`config.mk`:
```
export PLATFORM = sky130hd
export DESIGN_NAME = mmio_timer_leds
export DESIGN_NICKNAME = d
export VERILOG_FILES = /design/src/rtl/mmio_pkg.sv /design/src/rtl/mmio_timer.sv /design/src/rtl/mmio_timer_leds.sv
export SDC_FILE = /design/constraint.sdc
export NUM_CORES = 1
export LEC_CHECK = 0
export BUFFER_PORTS_ARGS = -buffer_cell sky130_fd_sc_hd__clkbuf_2
export CORE_ASPECT_RATIO = 0.5
export CORE_MARGIN = 2
export CORE_UTILIZATION = 58
export CTS_BUF_LIST = sky130_fd_sc_hd__clkbuf_8
export DETAILED_ROUTE_END_ITERATION = 10
export PLACE_DENSITY = 0.82
export SYNTH_ARGS = -nofsm -noshare
export SYNTH_HDL_FRONTEND = slang
export SYNTH_SLANG_ARGS = --single-unit
```
`constraint.sdc`:
```
create_clock -name clk -period 4.4 [get_ports clk]
set_clock_uncertainty 0.1 [all_clocks]
set_input_delay 0.88 -clock clk [delete_from_list [all_inputs] [get_ports clk]]
set_output_delay 0.88 -clock clk [all_outputs]
set_load 0.03 [all_outputs]
```
`src/rtl/mmio_pkg.sv`:
```
// Register map, TCON bit positions and default window base shared by the MMIO timer/LED block.
package mmio_pkg;

  localparam logic [31:0] DEFAULT_BASE_ADDR = 32'h4000_0000;

  localparam logic [2:0] OFF_TH      = 3'd0;
  localparam logic [2:0] OFF_TL      = 3'd1;
  localparam logic [2:0] OFF_TCON    = 3'd2;
  localparam logic [2:0] OFF_LEDS    = 3'd3;
  localparam logic [2:0] OFF_DIGI    = 3'd4;
  localparam logic [2:0] OFF_SYSTICK = 3'd5;

  localparam int TCON_EN = 0;
  localparam int TCON_IE = 1;
  localparam int TCON_IS = 2;

endpackage

```
`src/rtl/mmio_timer.sv`:
```
// Reloadable 32-bit timer (TH/TL/TCON) with overflow interrupt; register updates one edge after a write.
// No backpressure: CPU writes are always accepted and win over counting, except the sticky overflow flag.
module mmio_timer
  import mmio_pkg::*;
(
  input  logic        clk,
  input  logic        reset,
  input  logic        we_th_i,
  input  logic        we_tl_i,
  input  logic        we_tcon_i,
  input  logic [31:0] wdata_i,
  output logic [31:0] th_o,
  output logic [31:0] tl_o,
  output logic [2:0]  tcon_o,
  output logic        irq_o
);

  logic [31:0] th_q, th_d;
  logic [31:0] tl_q, tl_d;
  logic [2:0]  tcon_q, tcon_d;
  logic        ovf;

  assign ovf = tcon_q[TCON_EN] && (tl_q == 32'hFFFF_FFFF);

  always_comb begin
    th_d   = we_th_i ? wdata_i : th_q;

    tl_d = tl_q;
    if (we_tl_i)
      tl_d = wdata_i;
    else if (tcon_q[TCON_EN])
      tl_d = ovf ? th_q : tl_q + 32'd1;

    tcon_d = we_tcon_i ? wdata_i[2:0] : tcon_q;
    // Overflow must not be lost to a simultaneous software clear.
    if (ovf && tcon_q[TCON_IE])
      tcon_d[TCON_IS] = 1'b1;
  end

  always_ff @(posedge clk or posedge reset) begin
    if (reset) begin
      th_q   <= '0;
      tl_q   <= '0;
      tcon_q <= '0;
    end else begin
      th_q   <= th_d;
      tl_q   <= tl_d;
      tcon_q <= tcon_d;
    end
  end

  assign th_o   = th_q;
  assign tl_o   = tl_q;
  assign tcon_o = tcon_q;
  assign irq_o  = tcon_q[TCON_IE] & tcon_q[TCON_IS];

endmodule

```
`src/rtl/mmio_timer_leds.sv`:
```
// MMIO window: timer, SysTick, LED and seven-segment registers; zero-latency combinational decode/read.
// No backpressure: every access in the window completes in the cycle it is presented.
module mmio_timer_leds
  import mmio_pkg::*;
#(
  parameter logic [31:0] BASE_ADDR = DEFAULT_BASE_ADDR
) (
  input  logic        clk,
  input  logic        reset,
  input  logic [31:0] Address,
  input  logic [31:0] Write_data,
  input  logic        MemRead,
  input  logic        MemWrite,
  output logic        hit,
  output logic [31:0] Read_data,
  output logic [7:0]  leds,
  output logic [11:0] digi,
  output logic        irq
);

  logic [2:0]  off;
  logic        wr;
  logic        unused_addr_lsbs;
  logic [31:0] th, tl;
  logic [2:0]  tcon;
  logic [7:0]  leds_q;
  logic [11:0] digi_q;
  logic [31:0] systick_q;
  logic [31:0] rdata;

  assign hit              = (Address[31:5] == BASE_ADDR[31:5]);
  assign off              = Address[4:2];
  assign wr               = MemWrite & hit;
  assign unused_addr_lsbs = ^Address[1:0];

  mmio_timer u_timer (
    .clk       (clk),
    .reset     (reset),
    .we_th_i   (wr && off == OFF_TH),
    .we_tl_i   (wr && off == OFF_TL),
    .we_tcon_i (wr && off == OFF_TCON),
    .wdata_i   (Write_data),
    .th_o      (th),
    .tl_o      (tl),
    .tcon_o    (tcon),
    .irq_o     (irq)
  );

  always_ff @(posedge clk or posedge reset) begin
    if (reset) begin
      leds_q    <= '0;
      digi_q    <= '0;
      systick_q <= '0;
    end else begin
      systick_q <= systick_q + 32'd1;
      if (wr && off == OFF_LEDS) leds_q <= Write_data[7:0];
      if (wr && off == OFF_DIGI) digi_q <= Write_data[11:0];
    end
  end

  // Reads see the pre-edge register values, so read+write returns the old value.
  always_comb begin
    rdata = '0;
    if (MemRead && hit) begin
      case (off)
        OFF_TH:      rdata = th;
        OFF_TL:      rdata = tl;
        OFF_TCON:    rdata = {29'b0, tcon};
        OFF_LEDS:    rdata = {24'b0, leds_q};
        OFF_DIGI:    rdata = {20'b0, digi_q};
        OFF_SYSTICK: rdata = systick_q;
        default:     rdata = '0;
      endcase
    end
  end

  assign Read_data = rdata;
  assign leds      = leds_q;
  assign digi      = digi_q;

endmodule

```
==> metrics.md, run 1 <==
| Metric | Value |
|---|---|
| Int Pwr | `1.66 mW` |
| Cell row count | `28` |
| H-tree levels | `4` |
| Mean Syn Cell Area | `10.1 um2` |
| Root buf cell | `clkbuf_8` |
| Vias | `6058` |
| Diode count | `0` |
| Register area share after synthesis | `0.431` |
| CTS hold repair buffers | `0` |
| Top_reg_cell synth | `dfrtp_1` |
| Core area | `11700 um2` |
| Initial antenna violation count | `0` |
| Top area cells in the synthesized netlist | `dfrtp_1 (43%), mux2_2 (12%), xnor2_1 (3.9%)` |
| Tcrit/Tclk final | `0.902` |
| Outcome | `finished clean` |
| Initial detailed-routing violation count | `467` |
| Critical path arrival | `2.99 ns` |
| Yosys top cell by area | `dfrtp_1` |
| Least-Margin Pin Slew | `1.01 ns` |
| Filler Cell Count | `904` |
| DRT Pass-1 Iters | `8` |
| Max Cap Violations | `0` |
| Crit path buffers/inverters | `2` |
| Final worst slack | `0.433 ns` |
| RSZ-0062 raised after global routing | `no` |
| NetSw | `0.594 mW` |
| Total design power | `2.25 mW` |
| DRC viols | `0` |
| Number of global-route vias before repair | `5656` |
| Post-synthesis cell type count | `53` |
| Placed cell area | `7650 um2` |
| Final Hold Fails | `0` |
| Yosys reg bits | `119` |
| Worst VDD drop | `195 uV` |
| First-pass GRT wire length | `29600 um` |
| Layout net count | `865` |
| Leakage | `3.63 nW` |
| Layout area overhead | `16.6%` |
| CP Max Fanout | `24` |
| Slew Limit Fails | `0` |
| Final setup viols | `0` |
| Routed Antenna Nets | `0` |
| Post-route design area | `8060 um2` |
| Slew HR | `0.328` |
| GRT overflow | `0` |
| Fin util | `0.689` |
| Final wirelength | `18600 um` |
| Worst skew pair latency | `0.45 ns` |
| Post-Syn Instances | `684` |
| Post-synth top cells | `dfrtp_1 (119), mux2_2 (76), nor2_1 (65)` |
| Layout cell share with drive strength beyond 1 | `0.319` |
| IO Pins | `122` |
| Dpl hpwl | `13000 um` |
| CTS tree | `yes` |
| Switching Share | `0.264` |
| Clk pwr share | `0.459` |
| Die area | `12900 um2` |
| PortBufs | `119` |
| Synth top area share | `0.431` |
| Overall routing resource usage | `0.303` |
| Vias per cell | `6.23` |
| Total number of yosys warnings | `0` |
| Worst-path cell chain | `clkbuf_2 > nor4b_1 > and4_1 > and2_1 > nand2_1 > or2_2 > nor2b_1 > clkbuf_2` |
| Clock transition at path regs | `0.07 ns` |
| Die width | `158 um` |
| FMAX | `0.252 GHz` |
| WS Path Type | `input pin to output port` |
| CP required | `3.42 ns` |
| CP max-delay cell | `or2_2` |
| Clk sinks | `119` |
| Setup WS pre-CTS | `0.449 ns` |
| Syn Nets | `754` |
| Routability cong. | `0.882` |
| Setup bufs post-CTS | `0` |
| Cell mode on critical path | `clkbuf_2` |
| Critical Path Start Type | `input pin` |
| Initial Utilization | `0.590` |
| Slowest stage delay, CP | `0.60 ns` |
| Mapped Area | `6910 um2` |
| PD cells | `280 nW/um2` |
| Min cycle time layout | `3.97 ns` |
| Setup TNS | `0 ns` |
| Reg power frac | `0.485` |
| Crit end category | `output port` |
| CTS max path bufs | `2` |
| Total CTS buffers | `17` |
| Post-synth EDFFs | `0` |
| Hold WC Path Type | `flip-flop to flip-flop` |
| Comb power frac | `0.056` |
| Post_cts resized | `0` |
| Largest net degree at the start of global routing | `74` |
| Ys async rst share | `1.00` |
| Delay-heaviest family, CP | `simple AND/OR/NAND/NOR gates` |
| Routed len/inst | `19.2 um` |
| Count leader, synth | `dfrtp_1` |
| Chip Height | `81.2 um` |
cell type report:
cell class	instances	area [um2]	share of cell area
tap	165	206	0.0256
timing repair buffer	132	706	0.0876
clock buffer	17	234	0.0290
sequential	119	2980	0.370
multi-input combinational	518	3730	0.463
clock inverter	15	168	0.0208
inverter	7	33.8	0.00419
cell families after synthesis:
group           Yosys count  share of synthesized area
mux                     104                      0.179
xor+xnor                 48                     0.0609
buf+inv                  47                     0.0304
compound gates           98                     0.0962
fa+ha+maj                 2                    0.00362
flops                   119                      0.431
simple gates            266                      0.199
final timing paths:
kind	start	endpoint	slack (ns)	cells past startpoint
worst max-delay path	Address[15]	Read_data[8]	0.43	8
worst min-delay path	systick_q[31]$_DFF_PP0_	systick_q[31]$_DFF_PP0_	0.38	1
worst max register to register	u_timer.tcon_o[0]$_DFFE_PP0P_	u_timer.tl_o[25]$_DFFE_PP0P_	1.38	6
worst min register to register	systick_q[31]$_DFF_PP0_	systick_q[31]$_DFF_PP0_	0.38	1
max in group asynchronous	reset	systick_q[28]$_DFF_PP0_	2.73	3
min in group asynchronous	reset	u_timer.tl_o[17]$_DFFE_PP0P_	0.51	2
state kept, by name, indices dropped and copies added, names as in the netlist:
signal	count
u_timer.tl_o	32
systick_q	32
digi	12
leds	8
u_timer.th_o	32
u_timer.tcon_o	3
per-layer routing:
metal	global-route usage	vias up	part of all wire
met5	0	-	0
met4	0.112	0	0.016
met3	0.0523	36	0.080
met2	0.470	289	0.46
met1	0.430	2996	0.44
li1	-	2737	-
per-stage QoR:
stage	hold slack [ns]	cells
floorplan	0.340	684
global placement	0.358	941
detailed placement	0.363	941
CTS	0.377	973
global route	0.398	973
finish	0.381	973
power by group through the flow:
stage               Clock, mW  Combinational (mW)  Sequential [mW]
floorplan                   0              0.0636             1.11
global placement            0               0.124             1.11
detailed placement          0               0.126             1.11
CTS                      1.04               0.127             1.09
global route             1.09               0.139             1.09
finish                   1.04               0.126             1.09
worst register-to-register path, stage by stage (launching register included):
cell      delay, ns
dfrtp_1        0.72
and2_1         0.34
nand4_4        0.19
or4_1          0.97
clkinv_4       0.19
nor2_1         0.15
a211oi_1       0.29
placed cells by master, fill, tap and decap left out, drive strengths merged, types with 7 or more instances in the layout:
master and count:
and3 13, o21ai 18, inv 13, nor3 15, nor4 13, nand4 22
mux2i 19, clkbuf 136, nand2 55, mux4 8, mux2 77, nor2b 8
and2 11, buf 13, nor2 65, a22oi 20, xnor2 31, a211oi 16
nand2b 7, a21oi 14, dfrtp 119, xor2 17, and4 8, nand3 36
No activity file was read; power rests on OpenSTA's default activity.
==> run 2: changes to the inputs <==
--- a/config.mk
+++ b/config.mk
@@ -11,7 +11,7 @@
 export CORE_UTILIZATION = 58
 export CTS_BUF_LIST = sky130_fd_sc_hd__clkbuf_8
 export DETAILED_ROUTE_END_ITERATION = 10
-export PLACE_DENSITY = 0.82
+export PLACE_DENSITY_LB_ADDON = 0.12
 export SYNTH_ARGS = -nofsm -noshare
 export SYNTH_HDL_FRONTEND = slang
 export SYNTH_SLANG_ARGS = --single-unit
==> run 2 against run 1 <==
Effect of this change: final cell count is 0.41% higher; sequential share of layout area is 0.21 points lower; total power is 2.2% higher; cell area is 0.56% higher; worst hold slack worse by 0.0035 ns; global-route usage is 1.0 points higher; register-to-register slack better by 0.03 ns; critical path type unchanged.
==> metrics.md, run 2 (same netlist as run 1, synthesis figures left out) <==
| Metric | Value |
|---|---|
| Routability cong. | `0.856 (-2.9%)` |
| Initial Utilization | `0.590 (unchanged)` |
| Final setup viols | `0 (unchanged)` |
| Core area | `11700 um2 (unchanged)` |
| Routed Antenna Nets | `0 (unchanged)` |
| H-tree levels | `4 (unchanged)` |
| Die width | `158 um (unchanged)` |
| Worst-path cell chain | `clkbuf_2 > nor4b_1 > and4_1 > and2_1 > nand2_1 > or2_2 > nor2_1 > clkbuf_2` |
| GRT overflow | `0 (unchanged)` |
| First-pass GRT wire length | `30300 um (+2.4%)` |
| Cell row count | `28 (unchanged)` |
| Routed len/inst | `19.2 um (+0.34%)` |
| IO Pins | `122 (unchanged)` |
| Least-Margin Pin Slew | `0.925 ns (-0.0823 ns)` |
| Dpl hpwl | `13000 um (-0.22%)` |
| CTS hold repair buffers | `0 (unchanged)` |
| Cell mode on critical path | `clkbuf_2` |
| PortBufs | `119 (unchanged)` |
| Setup TNS | `0 ns (unchanged)` |
| Delay-heaviest family, CP | `simple AND/OR/NAND/NOR gates` |
| Root buf cell | `clkbuf_8` |
| Final Hold Fails | `0 (unchanged)` |
| Min cycle time layout | `3.79 ns (-0.180 ns)` |
| Clk sinks | `119 (unchanged)` |
| PD cells | `284 nW/um2 (+1.6%)` |
| Chip Height | `81.2 um (unchanged)` |
| Critical path arrival | `2.81 ns (-0.18 ns)` |
| CTS max path bufs | `2 (unchanged)` |
| Die area | `12900 um2 (unchanged)` |
| Post_cts resized | `0 (unchanged)` |
| Vias per cell | `6.08 (-2.3%)` |
| Total CTS buffers | `17 (unchanged)` |
| Initial antenna violation count | `0 (unchanged)` |
| Leakage | `3.67 nW (+1.3%)` |
| Number of global-route vias before repair | `5805 (+2.6%)` |
| CP max-delay cell | `or2_2` |
| Crit end category | `output port` |
| RSZ-0062 raised after global routing | `no` |
| Largest net degree at the start of global routing | `56 (-24%)` |
| Critical Path Start Type | `input pin` |
| Clock transition at path regs | `0.07 ns (about the same)` |
| Layout net count | `870 (+0.58%)` |
| Initial detailed-routing violation count | `536 (+15%)` |
| CTS tree | `yes` |
| Crit path buffers/inverters | `2 (unchanged)` |
| Layout cell share with drive strength beyond 1 | `0.319 (-0.000341)` |
| Slew Limit Fails | `0 (unchanged)` |
| Layout area overhead | `17.3%` |
| Final wirelength | `18800 um (+0.76%)` |
| Slew HR | `0.383 (+0.0549)` |
| Max Cap Violations | `0 (unchanged)` |
| DRT Pass-1 Iters | `6 (-2)` |
| Overall routing resource usage | `0.313 (+0.0103)` |
| CP required | `3.42 ns (about the same)` |
| Hold WC Path Type | `flip-flop to flip-flop` |
| DRC viols | `0 (unchanged)` |
| Fin util | `0.692 (+0.00385)` |
| Diode count | `0 (unchanged)` |
| Commonest cells after routing, fill and taps aside | `dfrtp_1 (119), clkbuf_2 (119), mux2_2 (76)` |
| Placed Cells | `946 (+0.53%)` |
| WS Path Type | `input pin to output port` |
| Setup bufs post-CTS | `0 (unchanged)` |
| Worst skew pair latency | `0.44 ns (about the same)` |
| Tcrit/Tclk final | `0.861 (-0.0410)` |
| Slowest stage delay, CP | `0.51 ns (-0.09 ns)` |
| FMAX | `0.264 GHz (+4.8%)` |
| Outcome | `finished clean` |
| CP Max Fanout | `24 (unchanged)` |
| Final non-filler cell total | `977 (+0.41%)` |
| Worst VDD drop | `163 uV (-16%)` |
| Vias | `5943 (-1.9%)` |
run 2: changes by cell type in the layout (fill, tap and decap cells not counted):
cell and delta:
buf_4 +6, inv_1 +3, buf_12 -1, clkinvlp_4 -2
clkbuf_8 +2, clkinv_4 -2, bufinv_16 +2, inv_6 -7
clkinv_2 +3
run 2: stage by stage:
stage	setup slack (ns)	instance area, um2	power (mW)	hold WS, ns
CTS	0.581	8100	2.32	0.379
floorplan	0.263	6910	1.18	0.340
detailed placement	0.580	7680	1.24	0.366
global route	0.410	8100	2.38	0.399
global placement	0.639	7680	1.24	0.361
finish	0.613	8100	2.30	0.377
run 2: layout make-up:
type / count / area, um2
Clock buffer: 19 / 262
Clock inverter: 12 / 160
Fill cell: 958 / 3600
Inverter: 7 / 33.8
Multi-Input combinational cell: 518 / 3730
Sequential cell: 119 / 2980
Tap cell: 165 / 206
Timing Repair Buffer: 137 / 731
run 2: metal layers:
metal,wire [um],global-route usage
met3,1340,0.0688
met2,8530,0.479
met4,287,0.106
met1,8620,0.444
met5,0,0
run 2: worst register-to-register path: stages, from the launching register on:
cell      delay, ns
dfrtp_1        0.45
and4_1         0.51
nand4_4        0.24
or4_1          0.96
clkinv_4       0.19
nor2_1         0.15
a211oi_1       0.29
run 2: worst paths after layout:
| kind | from | to | slack (ns) | depth (start not counted) |
|---|---|---|---|---|
| min in group asynchronous | reset | leds[7]$_DFFE_PP0P_ | 0.44 | 2 |
| worst max-delay path | Address[15] | Read_data[25] | 0.61 | 8 |
| worst min register to register | systick_q[31]$_DFF_PP0_ | systick_q[31]$_DFF_PP0_ | 0.38 | 1 |
| max in group asynchronous | reset | u_timer.tl_o[26]$_DFFE_PP0P_ | 2.88 | 3 |
| worst max register to register | u_timer.tl_o[3]$_DFFE_PP0P_ | u_timer.tl_o[15]$_DFFE_PP0P_ | 1.41 | 6 |
| worst min-delay path | systick_q[31]$_DFF_PP0_ | systick_q[31]$_DFF_PP0_ | 0.38 | 1 |
run 2: report_power, final:
part,switching (mW),total [mW],internal (mW)
clock network,0.445,1.08,0.635
registers,0.000000133,1.09,1.09
logic,0.0775,0.128,0.0509
==> run 3: changes to the inputs <==
==> constraint.sdc (replaced) <==
create_clock -name clk -period 3.7 [get_ports clk]
set_clock_uncertainty 0.1 [all_clocks]
set_input_delay 0.37 -clock clk [delete_from_list [all_inputs] [get_ports clk]]
set_output_delay 0.37 -clock clk [all_outputs]
set_load 0.03 [all_outputs]
==> run 3 against run 2 <==
Effect of this change: the flow now finishes with violations (hold timing); final cell count shrank 0.31%; combinational power up 19%; die area stayed put; first-iteration DRC count shrank 9.3%; clock-buffer cell count is the same; cell area barely moved; register-to-register slack lost 0.47 ns; routed wire length increased by 1.3%; worst hold slack worse by 0.40 ns.
==> metrics.md, run 3 (same netlist as run 1, synthesis figures left out) <==
| Metric | Value |
|---|---|
| Outcome | `complete, but fails checks` |
| Critical path arrival | `2.32 ns (-0.49 ns)` |
| Routability cong. | `0.852 (-0.46%)` |
| Routed Antenna Nets | `0 (unchanged)` |
| CP Max Fanout | `32 (+33%)` |
| Layout area overhead | `17.4% (about the same)` |
| CP required | `3.23 ns (-0.19 ns)` |
| Worst hold slack | `-0.0234 ns (-0.400 ns)` |
| Initial antenna violation count | `0 (unchanged)` |
| Clock transition at path regs | `0.07 ns (about the same)` |
| Number of global-route vias before repair | `5790 (-0.26%)` |
| Final setup viols | `0 (unchanged)` |
| Chip Height | `81.2 um (unchanged)` |
| Worst-path cell chain | `clkbuf_2 > buf_4 > mux2_2 > a22oi_1 > nor2_1 > clkbuf_2` |
| Clk sinks | `119 (unchanged)` |
| Initial detailed-routing violation count | `486 (-9.3%)` |
| Placed Cells | `944 (-0.21%)` |
| Failing checks | `hold timing` |
| Delay-heaviest family, CP | `buffers and inverters` |
| DRC viols | `0 (unchanged)` |
| Overall routing resource usage | `0.315 (+0.00190)` |
| DRT Pass-1 Iters | `6 (unchanged)` |
| Final non-filler cell total | `974 (-0.31%)` |
| Min cycle time layout | `2.79 ns` |
| Worst VDD drop | `194 uV (+19%)` |
| Slew Limit Fails | `0 (unchanged)` |
| Commonest cells after routing, fill and taps aside | `dfrtp_1 (119), clkbuf_2 (119), mux2_2 (76)` |
| Layout net count | `868 (-0.23%)` |
| Root buf cell | `clkbuf_8` |
| Crit path buffers/inverters | `3 (+1)` |
| Tcrit/Tclk final | `0.754` |
| Die width | `158 um (unchanged)` |
| Diode count | `0 (unchanged)` |
| Fin util | `0.693 (about the same)` |
| Crit end category | `output port` |
| Largest net degree at the start of global routing | `64 (+14%)` |
| Critical Path Start Type | `input pin` |
| Total CTS buffers | `17 (unchanged)` |
| Slew HR | `0.301 (-0.0824)` |
| Final wirelength | `19000 um (+1.3%)` |
| Vias | `5973 (+0.50%)` |
| First-pass GRT wire length | `30500 um (+0.68%)` |
| Setup bufs post-CTS | `0 (unchanged)` |
| Initial Utilization | `0.590 (unchanged)` |
| Core area | `11700 um2 (unchanged)` |
| IO Pins | `122 (unchanged)` |
| Setup TNS | `0 ns (unchanged)` |
| Final Hold Fails | `35 (+35)` |
| CP max-delay cell | `clkbuf_2` |
| Max Cap Violations | `0 (unchanged)` |
| Leakage | `3.66 nW (-0.42%)` |
| Post_cts resized | `0 (unchanged)` |
| CTS max path bufs | `2 (unchanged)` |
| Least-Margin Pin Slew | `1.05 ns (+0.124 ns)` |
| Die area | `12900 um2 (unchanged)` |
| WS Path Type | `input pin to output port` |
| Dpl hpwl | `12800 um (-1.4%)` |
| Worst skew pair latency | `0.44 ns (about the same)` |
| CTS tree | `yes` |
| GRT overflow | `0 (unchanged)` |
| CTS hold repair buffers | `0 (unchanged)` |
| Cell mode on critical path | `clkbuf_2` |
| FMAX | `0.358 GHz` |
| Cell row count | `28 (unchanged)` |
| Routed len/inst | `19.5 um (+1.6%)` |
| PortBufs | `119 (unchanged)` |
| Hold WC Path Type | `input pin to async pin` |
| H-tree levels | `4 (unchanged)` |
| Vias per cell | `6.13 (+0.81%)` |
| Filler Cell Count | `951 (-0.73%)` |
| Layout cell share with drive strength beyond 1 | `0.318 (-0.00129)` |
| RSZ-0062 raised after global routing | `no` |
| Slowest stage delay, CP | `0.77 ns (+0.26 ns)` |
| PD cells | `338 nW/um2 (+19%)` |
==> run 3: cell count changes in the layout (fill, tap and decap cells not counted), sizes merged <==
cell	before	now
inv	9	8
clkinvlp	0	2
buf	18	16
clkinv	6	4
==> run 3: worst reg2reg max path, stage by stage (launching register included) <==
cell and delay, ns:
dfrtp_1 0.41, ha_1 0.40, nand4_4 0.22, or4_1 0.96, clkinv_4 0.19, nor2_1 0.14
a211oi_1 0.24
==> run 3: worst paths after layout <==
check / start / to / slack [ns] / depth (start not counted)
max in group asynchronous: reset / u_timer.tl_o[31]$_DFFE_PP0P_ / 2.70 / 3
min in group clk: Write_data[22] / u_timer.tl_o[22]$_DFFE_PP0P_ / 0.05 / 3
min: reset / digi[7]$_DFFE_PP0P_ / -0.02 / 2
max reg2reg: u_timer.tl_o[0]$_DFFE_PP0P_ / u_timer.tl_o[21]$_DFFE_PP0P_ / 0.94 / 6
min reg2reg: systick_q[31]$_DFF_PP0_ / systick_q[31]$_DFF_PP0_ / 0.38 / 1
max: Address[4] / Read_data[18] / 0.91 / 6
==> run 3: per-stage QoR <==
step	setup WS (ns)	hold slack (ns)	instance area (um2)	power, mW
CTS	0.931	0.00829	8110	2.74
detailed placement	0.911	0.358	7690	1.48
finish	0.910	-0.0234	8110	2.74
global route	0.742	0.0384	8110	2.81
floorplan	0.0725	0.340	6910	1.40
global placement	0.947	0.360	7690	1.48
==> run 3: area by class of cell <==
class / count / area (um2) / area share
Clock buffer: 19 / 262 / 0.0322
Clock inverter: 11 / 158 / 0.0194
Inverter: 7 / 33.8 / 0.00417
Multi-Input combinational cell: 518 / 3730 / 0.460
Sequential cell: 119 / 2980 / 0.367
Tap cell: 165 / 206 / 0.0255
Timing Repair Buffer: 135 / 741 / 0.0913
==> run 3: power breakdown <==
group	total [mW]	switching, mW	internal [mW]
Combinational	0.152	0.0928	0.0597
Sequential	1.30	0.000000156	1.30
Clock	1.29	0.534	0.753
==> run 3: metal layers <==
layer | up-vias | global-route usage | share of wire
met1 | 2954 | 0.436 | 0.46
met4 | 0 | 0.0919 | 0.013
met3 | 20 | 0.0662 | 0.074
met5 | - | 0 | 0
li1 | 2740 | - | -
met2 | 259 | 0.506 | 0.46
